**config.mk**
```make
export PLATFORM = sky130hd
export DESIGN_NAME = mod_updown_counter
export DESIGN_NICKNAME = d
export VERILOG_FILES = /design/src/rtl/mod_updown_counter.sv
export SDC_FILE = /design/constraint.sdc
export NUM_CORES = 1
export LEC_CHECK = 0
export ABC_AREA = 1
export CAP_MARGIN = 10
export CORE_MARGIN = 3
export CORE_UTILIZATION = 52
export DETAILED_ROUTE_END_ITERATION = 12
export MAX_ROUTING_LAYER = met4
export PLACE_DENSITY = 0.8
export SLEW_MARGIN = 20
export SYNTH_ARGS = -nofsm -noshare
export SYNTH_HDL_FRONTEND = slang
export SYNTH_SLANG_ARGS = --single-unit
```
**constraint.sdc**
```tcl
create_clock -name clk -period 2.1 [get_ports clk]
set_input_delay 0.21 -clock clk [delete_from_list [all_inputs] [get_ports clk]]
set_output_delay 0.21 -clock clk [all_outputs]
set_load 0.05 [all_outputs]
```
**src/rtl/mod_updown_counter.sv**
```systemverilog
// Modulo up/down counter for one clock/calendar digit field. Counts ticks in
// run mode, steps on inc/dec buttons with hold-to-repeat in set mode, and
// emits registered carry/borrow pulses to chain into the neighbouring field.
module mod_updown_counter #(
   parameter int WIDTH         = 7,
   parameter int MIN_VAL       = 0,
   parameter int MAX_VAL       = 99,
   parameter int RESET_VAL     = 0,
   parameter int USE_LIM_IN    = 0,
   parameter int REPEAT_DELAY  = 50,
   parameter int REPEAT_PERIOD = 10
) (
   input  logic             clk,
   input  logic             rst,
   input  logic             enable_cnt,
   input  logic             tick,
   input  logic             inc,
   input  logic             dec,
   input  logic             load,
   input  logic [WIDTH-1:0] load_val,
   input  logic [WIDTH-1:0] lim_in,
   output logic [WIDTH-1:0] count,
   output logic             carry,
   output logic             borrow,
   output logic             at_max,
   output logic             at_min
);

   localparam int TimerMax = (REPEAT_DELAY > REPEAT_PERIOD) ? REPEAT_DELAY : REPEAT_PERIOD;
   localparam int TimerW   = $clog2(TimerMax + 1);

   localparam logic [WIDTH-1:0]  MinV       = WIDTH'(MIN_VAL);
   localparam logic [WIDTH-1:0]  MaxV       = WIDTH'(MAX_VAL);
   localparam logic [WIDTH-1:0]  ResetV     = WIDTH'(RESET_VAL);
   localparam logic [TimerW-1:0] DelayLast  = TimerW'(REPEAT_DELAY - 1);
   localparam logic [TimerW-1:0] PeriodLast = TimerW'(REPEAT_PERIOD - 1);

   typedef enum logic [1:0] {
      IDLE,
      DELAY,
      REPEAT
   } state_t;

   state_t            state_q, state_d;
   logic [TimerW-1:0] timer_q, timer_d;
   logic              incPrev_q, decPrev_q;
   logic [WIDTH-1:0]  count_q, count_d;
   logic              carry_q, carry_d;
   logic              borrow_q, borrow_d;

   logic [WIDTH-1:0]  effMax;
   logic [WIDTH-1:0]  loadClamped;
   logic [WIDTH-1:0]  loadFloored;
   logic              btn;
   logic              btnRise;
   logic              btnHeld;
   logic              btnStep;
   logic              stepUp;
   logic              stepDn;

   assign effMax      = (USE_LIM_IN != 0) ? lim_in : MaxV;
   assign loadFloored = (load_val > MinV) ? load_val : MinV;
   assign loadClamped = (loadFloored > effMax) ? effMax : loadFloored;

   // A valid press is exactly one of inc/dec. "Held" means the very same
   // button pattern as last cycle, so a direction swap counts as a release.
   assign btn     = inc ^ dec;
   assign btnRise = btn && !(incPrev_q ^ decPrev_q);
   assign btnHeld = btn && (inc == incPrev_q) && (dec == decPrev_q);

   // Repeat FSM: first step on press, then after a long delay, then periodically.
   // Run mode parks it in IDLE; a load cycle freezes it.
   always_comb begin
      state_d = state_q;
      timer_d = timer_q;
      btnStep = 1'b0;
      if (enable_cnt) begin
         state_d = IDLE;
         timer_d = '0;
      end else if (!load) begin
         case (state_q)
            IDLE: begin
               if (btnRise) begin
                  btnStep = 1'b1;
                  timer_d = '0;
                  state_d = DELAY;
               end
            end
            DELAY: begin
               if (!btnHeld) begin
                  state_d = IDLE;
                  timer_d = '0;
               end else if (timer_q == DelayLast) begin
                  btnStep = 1'b1;
                  timer_d = '0;
                  state_d = REPEAT;
               end else begin
                  timer_d = timer_q + 1'b1;
               end
            end
            REPEAT: begin
               if (!btnHeld) begin
                  state_d = IDLE;
                  timer_d = '0;
               end else if (timer_q == PeriodLast) begin
                  btnStep = 1'b1;
                  timer_d = '0;
               end else begin
                  timer_d = timer_q + 1'b1;
               end
            end
            default: begin
               state_d = IDLE;
               timer_d = '0;
            end
         endcase
      end
   end

   // FSM state, repeat timer and button edge registers. The edge registers
   // follow the buttons in every mode so a hold carried across a mode change
   // never looks like a fresh press.
   always_ff @(posedge clk or posedge rst) begin
      if (rst) begin
         state_q   <= IDLE;
         timer_q   <= '0;
         incPrev_q <= 1'b0;
         decPrev_q <= 1'b0;
      end else begin
         state_q   <= state_d;
         timer_q   <= timer_d;
         incPrev_q <= inc;
         decPrev_q <= dec;
      end
   end

   assign stepUp = enable_cnt ? tick : (btnStep && inc);
   assign stepDn = !enable_cnt && btnStep && !inc;

   // Next count with priority load, then pulling an over-limit value back to
   // the limit, then stepping. Wrap pulses are raised only by a real wrap.
   always_comb begin
      count_d  = count_q;
      carry_d  = 1'b0;
      borrow_d = 1'b0;
      if (load) begin
         count_d = loadClamped;
      end else if (count_q > effMax) begin
         count_d = effMax;
      end else if (stepUp) begin
         if (count_q >= effMax) begin
            count_d = MinV;
            carry_d = 1'b1;
         end else begin
            count_d = count_q + 1'b1;
         end
      end else if (stepDn) begin
         if (count_q == MinV) begin
            count_d  = effMax;
            borrow_d = 1'b1;
         end else begin
            count_d = count_q - 1'b1;
         end
      end
   end

   // Count value and the registered carry/borrow pulses that accompany it.
   always_ff @(posedge clk or posedge rst) begin
      if (rst) begin
         count_q  <= ResetV;
         carry_q  <= 1'b0;
         borrow_q <= 1'b0;
      end else begin
         count_q  <= count_d;
         carry_q  <= carry_d;
         borrow_q <= borrow_d;
      end
   end

   assign count  = count_q;
   assign carry  = carry_q;
   assign borrow = borrow_q;
   assign at_max = (count_q == effMax);
   assign at_min = (count_q == MinV);

endmodule

```
**Yosys cells after proc, flatten, opt, wreduce, memory -nomap -nowiden**

Index checks and enable logic that the tools add are counted.

- Flip-flop bits (word level): 19
- Input port bits: 21

- Bitwise operators: 2
- Equality and inequality tests: 11
- Add/subtract/negate cells: 3
- $lt $le $gt $ge: 4
- Multiplexer cells: 41
- Reduce and logical (&&, ||, !) cells: 14

Operator list:

| kind | number |
|---|---|
| 7-bit two-way mux | 8 |
| 6-bit two-way mux | 7 |
| 6-bit case mux with 3 select lines | 1 |
| 1-bit two-way mux | 17 |
| 7-bit greater-than comparator (second input constant) | 2 |
| 2-bit two-way mux | 6 |
| 7-bit by 1-bit adder with 7-bit output (second input constant) | 1 |
| 7-bit equality test (second input constant) | 1 |
| 7-bit greater-or-equal comparator (second input constant) | 1 |
| 7-bit by 1-bit greater-than comparator with 1-bit output (second input constant) | 1 |
| 7-bit logical NOT | 1 |
| 7-bit by 1-bit subtractor with 7-bit output (second input constant) | 1 |
| 6-bit by 1-bit adder with 6-bit output (second input constant) | 1 |
| 6-bit by 4-bit equality test with 1-bit output (second input constant) | 1 |
| 6-bit equality test (second input constant) | 1 |
| 1-bit logical AND | 6 |
| 3-bit inequality test (second input constant) | 2 |
| 2-bit case mux with 3 select lines | 1 |
| 4-bit inequality test (second input constant) | 1 |
| 4-bit AND reduction | 1 |
| 4-bit nonzero test | 1 |
| 1-bit logical NOT | 3 |
| 1-bit case mux with 3 select lines | 1 |
| 1-bit equality test | 2 |
| other kinds (6) | 7 |

**Depth between registers and ports, before layout**

- Depth in word-level cells: 13
- Gate-level depth with buffers: 12
- Gate-level depth less buffers: 12

**Worst setup path before layout**

No wires, ideal clock.

- Path kind: flip-flop to flip-flop
- Start point: register count_q[4], in the netlist count[4]
- End point: register count_q[3], in the netlist count[3]
- Clock period less this slack: 2.001 ns
- Setup slack: 0.099 ns
- Buffers on the path: 0
- Arrival: 1.879 ns
- Stages on the path, launching flop included: 11
- Path through: dfrtp_1 -> inv_1 -> nand2_2 -> inv_2 -> nand3_2 -> clkinv_2 -> o21ai_4 -> a21oi_4 -> nand2_4 -> o21a_1 -> a21oi_2

- Word-level cells in the longest chain between the ends: 6

RTL lines:

| item | RTL line | text |
|---|---|---|
| start: declaration | 47 | `logic [WIDTH-1:0] count_q, count_d;` |
| start signal: assignment | 170 | `count_q <= ResetV;` |
| start signal: assignment | 174 | `count_q <= count_d;` |
| branches (longest 6 deep; another with 7-bit greater-or-equal comparator) | -- |  |

Parallel ways; which one is timed is not known. The select of a mux whose other input is x is not followed.
A chain may end at the register's enable or synchronous reset.

**Final worst setup path**

- Start point: register count_q[4], in the netlist count[4]
- End point: output port at_min

- Word-level cells in the longest chain between the ends: 1

RTL lines:

| item | RTL line | text |
|---|---|---|
| 7-bit logical NOT | 184 | `assign at_min = (count_q == MinV);` |
| end: declaration | 26 | `output logic at_min` |

Every way passes these cells.

==> summary.txt <==
Clock tree
  – Clock sinks: 19
  – CTS tree: yes
  – Clock edge transition at the registers on the reported setup and hold paths: 0.11 ns
  – CTS buffer count: 3
  – Worst skew pair latency: 0.30 ns
  – CTS max path bufs: 2
  – Clock Tree Root: clkbuf_4
  – CTS H-Tree Depth: 1
  – Post-CTS Setup Repair Bufs: 0

Synth
  – Top-count cell post-synth: nand2_1
  – Cells after Synth: 239
  – Yosys warns: 0
  – Post-synth top area share: 0.2980
  – Top post-synthesis cells by area: dfrtp_1, nand2_1, inv_1, nand3_1, ha_1
  – Cell area after synthesis: 0.001595 sq mm
  – Syn nets: 269
  – Number of synthesized flops with an enable pin: 0
  – Post-synthesis sequential area ratio: 0.2980
  – Yosys top cell by area: dfrtp_1
  – Avg Cell Area, Syn: 6.675 sq um
  – Dominant synthesized flop cell: dfrtp_1
  – Fraction of registers with async set/reset: 1.000
  – Most frequent cells after synthesis: nand2_1, inv_1, nor2_1
  – #FFs+latches synth: 19
  – Netlist cell types: 27

Worst setup path
  – Critical Path Sink Type: output pin
  – CP Cell Sequence: inv_1 > nand2_2 > inv_2 > nand2_1 > nor2_1 > nand2_2 > inv_1 > buf_12
  – Max incr delay on CP: 0.44 ns
  – Critical path's slowest cell: dfrtp_1
  – Critical path class: flop to output pin
  – Required time worst endpoint: 1.89 ns
  – CP Max Fanout: 8
  – Type of origin of the critical path: flop
  – Worst EP arrival: 1.68 ns

Job
  – MaxCap Viol Count: 0

Power and ir drop
  – IR drop worst, VDD: 0.7919 mV
  – PD cells: 1022 mW/mm^2
  – Leakage: 0.9768 nW

Cells and area
  – Layout cell share with drive strength beyond 1: 0.09701
  – Finished Layout Cells: 299
  – Antenna cells: 0
  – Final instance area: 0.001914 sq mm
  – Fin nets: 299
  – P&R area growth vs syn: 20.00%
  – Fillers: 248

Global route
  – First-pass GRT wire length: 5927 microns
  – M1 GR Usage: 0.3189
  – Largest net degree at the start of global routing: 20
  – Overflow left after global routing: 0
  – GRT Total Usage: 0.2157
  – Vias in the first global route: 1309
  – Met2 Use GR: 0.3066
  – GRT met3 Usage: 0.03774
  – Initial antenna violation count: 0
  – GR peak layer: met1

STA
  – Worst hold margin: 0.3303 ns
  – Slew HR: 0.5247
  – Final setup fails: 0
  – Skew final: 0.008671 ns
  – Fin crit period: 1.885 ns
  – RSZ-0062 raised after global routing: false
  – Tcrit/Tclk final: 0.8977
  – Hold Violations, Final: 0
  – Final setup TNS: 0 ns
  – Setup slack after layout: 0.2149 ns
  – Worst-margin pin slew: 0.7121 ns
  – Fmax: 0.5305 GHz
  – Final slew viol count: 0

Place
  – DP Area: 0.001886 sq mm
  – Cells after DPL: 295
  – Dpl ws: 0.05890 ns
  – RD Place Congestion: 0.9185
  – Port-buffer cells: 24
  – Post-DP HPWL: 2826 microns

Status
  – Run status: finished clean

Route
  – Iteration-0 DRC count of the detailed router: 75
  – WL per Instance: 12.03 microns
  – Post-DRT Antenna Nets: 0
  – DRC viols: 0
  – Vias after detailed routing: 1581
  – Vias per cell: 5.288
  – Pre-antenna DRT Iters: 5
  – Post-Route WL: 3596 microns

Floorplan
  – Die X: 61.39 microns
  – Die area: 0.003769 sq mm
  – Row count: 19
  – IO Pins: 32
  – Core footprint: 0.002829 sq mm
  – Initial Util: 0.5639
  – Die Y: 61.39 microns

Worst hold path
  – Hold Path Class: input port to asynchronous set/reset pin
## registers in the layout, summed over array words and instances (netlist names)
signal / count
timer_q: 6
carry: 1
decPrev_q: 1
state_q: 2
borrow: 1
incPrev_q: 1
count: 7
## logic make-up (layout without fill, tap and decap cells)
family          after synthesis  after routing  synth area share
simple gates                129            129            0.3608
xor+xnor                      1              1          0.005491
fa+ha+maj                     9              9           0.07059
flops                        19             19            0.2980
buf+inv                      42             71            0.1043
compound gates               39             39            0.1608
## routing by layer
layer | share of wire | wire, microns | vias to the layer above
met4 | 0.0086 | 31 | 0
li1 | - | - | 829
met2 | 0.43 | 1554 | 38
met1 | 0.51 | 1844 | 709
met3 | 0.046 | 165 | 5
met5 | 0 | 0 | -
## timing repair
| item | in CTS | in global routing |
|---|---|---|
| endpoints found under the hold margin | 0 | 0 |
| hold buffers | 0 | 0 |
| setup endpoints to repair | 0 | 1 |
| resized for setup | 0 | 1 |
## stage by stage
step | utilization | power (mW)
floorplan | - | 1.444
global placement | 0.6665 | 1.747
detailed placement | 0.6665 | 1.762
CTS | 0.6758 | 1.959
global route | 0.6767 | 2.121
finish | 0.6767 | 1.956
## cell type report
cell class / count / area (sq um) / share of cell area
multi-input cells: 178 / 955.9 / 0.4993
flip-flops and latches: 19 / 475.5 / 0.2484
repair buffers: 26 / 262.8 / 0.1373
inverters: 41 / 155.1 / 0.08105
well taps: 31 / 38.79 / 0.02026
clock buffers: 4 / 26.28 / 0.01373
## placed cells by master, fill, tap and decap left out, drive strengths merged
cell / Yosys / final
clkdlybuf4s50: 0 / 22
nor3: 8 / 8
o21a: 6 / 6
a21oi: 16 / 16
ha: 9 / 9
nand4: 2 / 2
o31ai: 3 / 3
o22ai: 1 / 1
xor2: 1 / 1
inv: 40 / 40
nand3: 29 / 29
clkbuf: 0 / 4
buf: 1 / 4
clkinv: 1 / 1
nand2: 59 / 59
nor2: 31 / 31
dfrtp: 19 / 19
o21ai: 13 / 13
## where the power goes
group          leakage, nW  switching, mW  total [mW]  internal (mW)
clock network       0.0150          0.110       0.184         0.0741
registers            0.244          0.118       0.553          0.435
logic                0.718          0.792        1.22          0.428
total                0.977           1.02        1.96          0.937
## critical path: cells and delay by family, from the launching register on
| kind | cells | cell delay (ns) |
|---|---|---|
| buffers and inverters | 4 | 0.51 |
| and+or+nand+nor | 4 | 0.43 |
| DFF | 1 | 0.44 |
## worst paths after layout
kind / start / endpoint / slack [ns] / cells past startpoint
setup / recovery: count[4] / at_min / 0.21 / 8
hold / removal: rst / timer_q[5] / 0.33 / 2
setup reg to reg: count[4] / count[0] / 0.36 / 8
hold reg to reg: timer_q[1] / timer_q[1] / 0.52 / 2
max in group asynchronous: rst / timer_q[3] / 1.32 / 2
min in group clk: dec / decPrev_q / 0.42 / 1
Note: power is estimated with default switching activity, not from simulation.
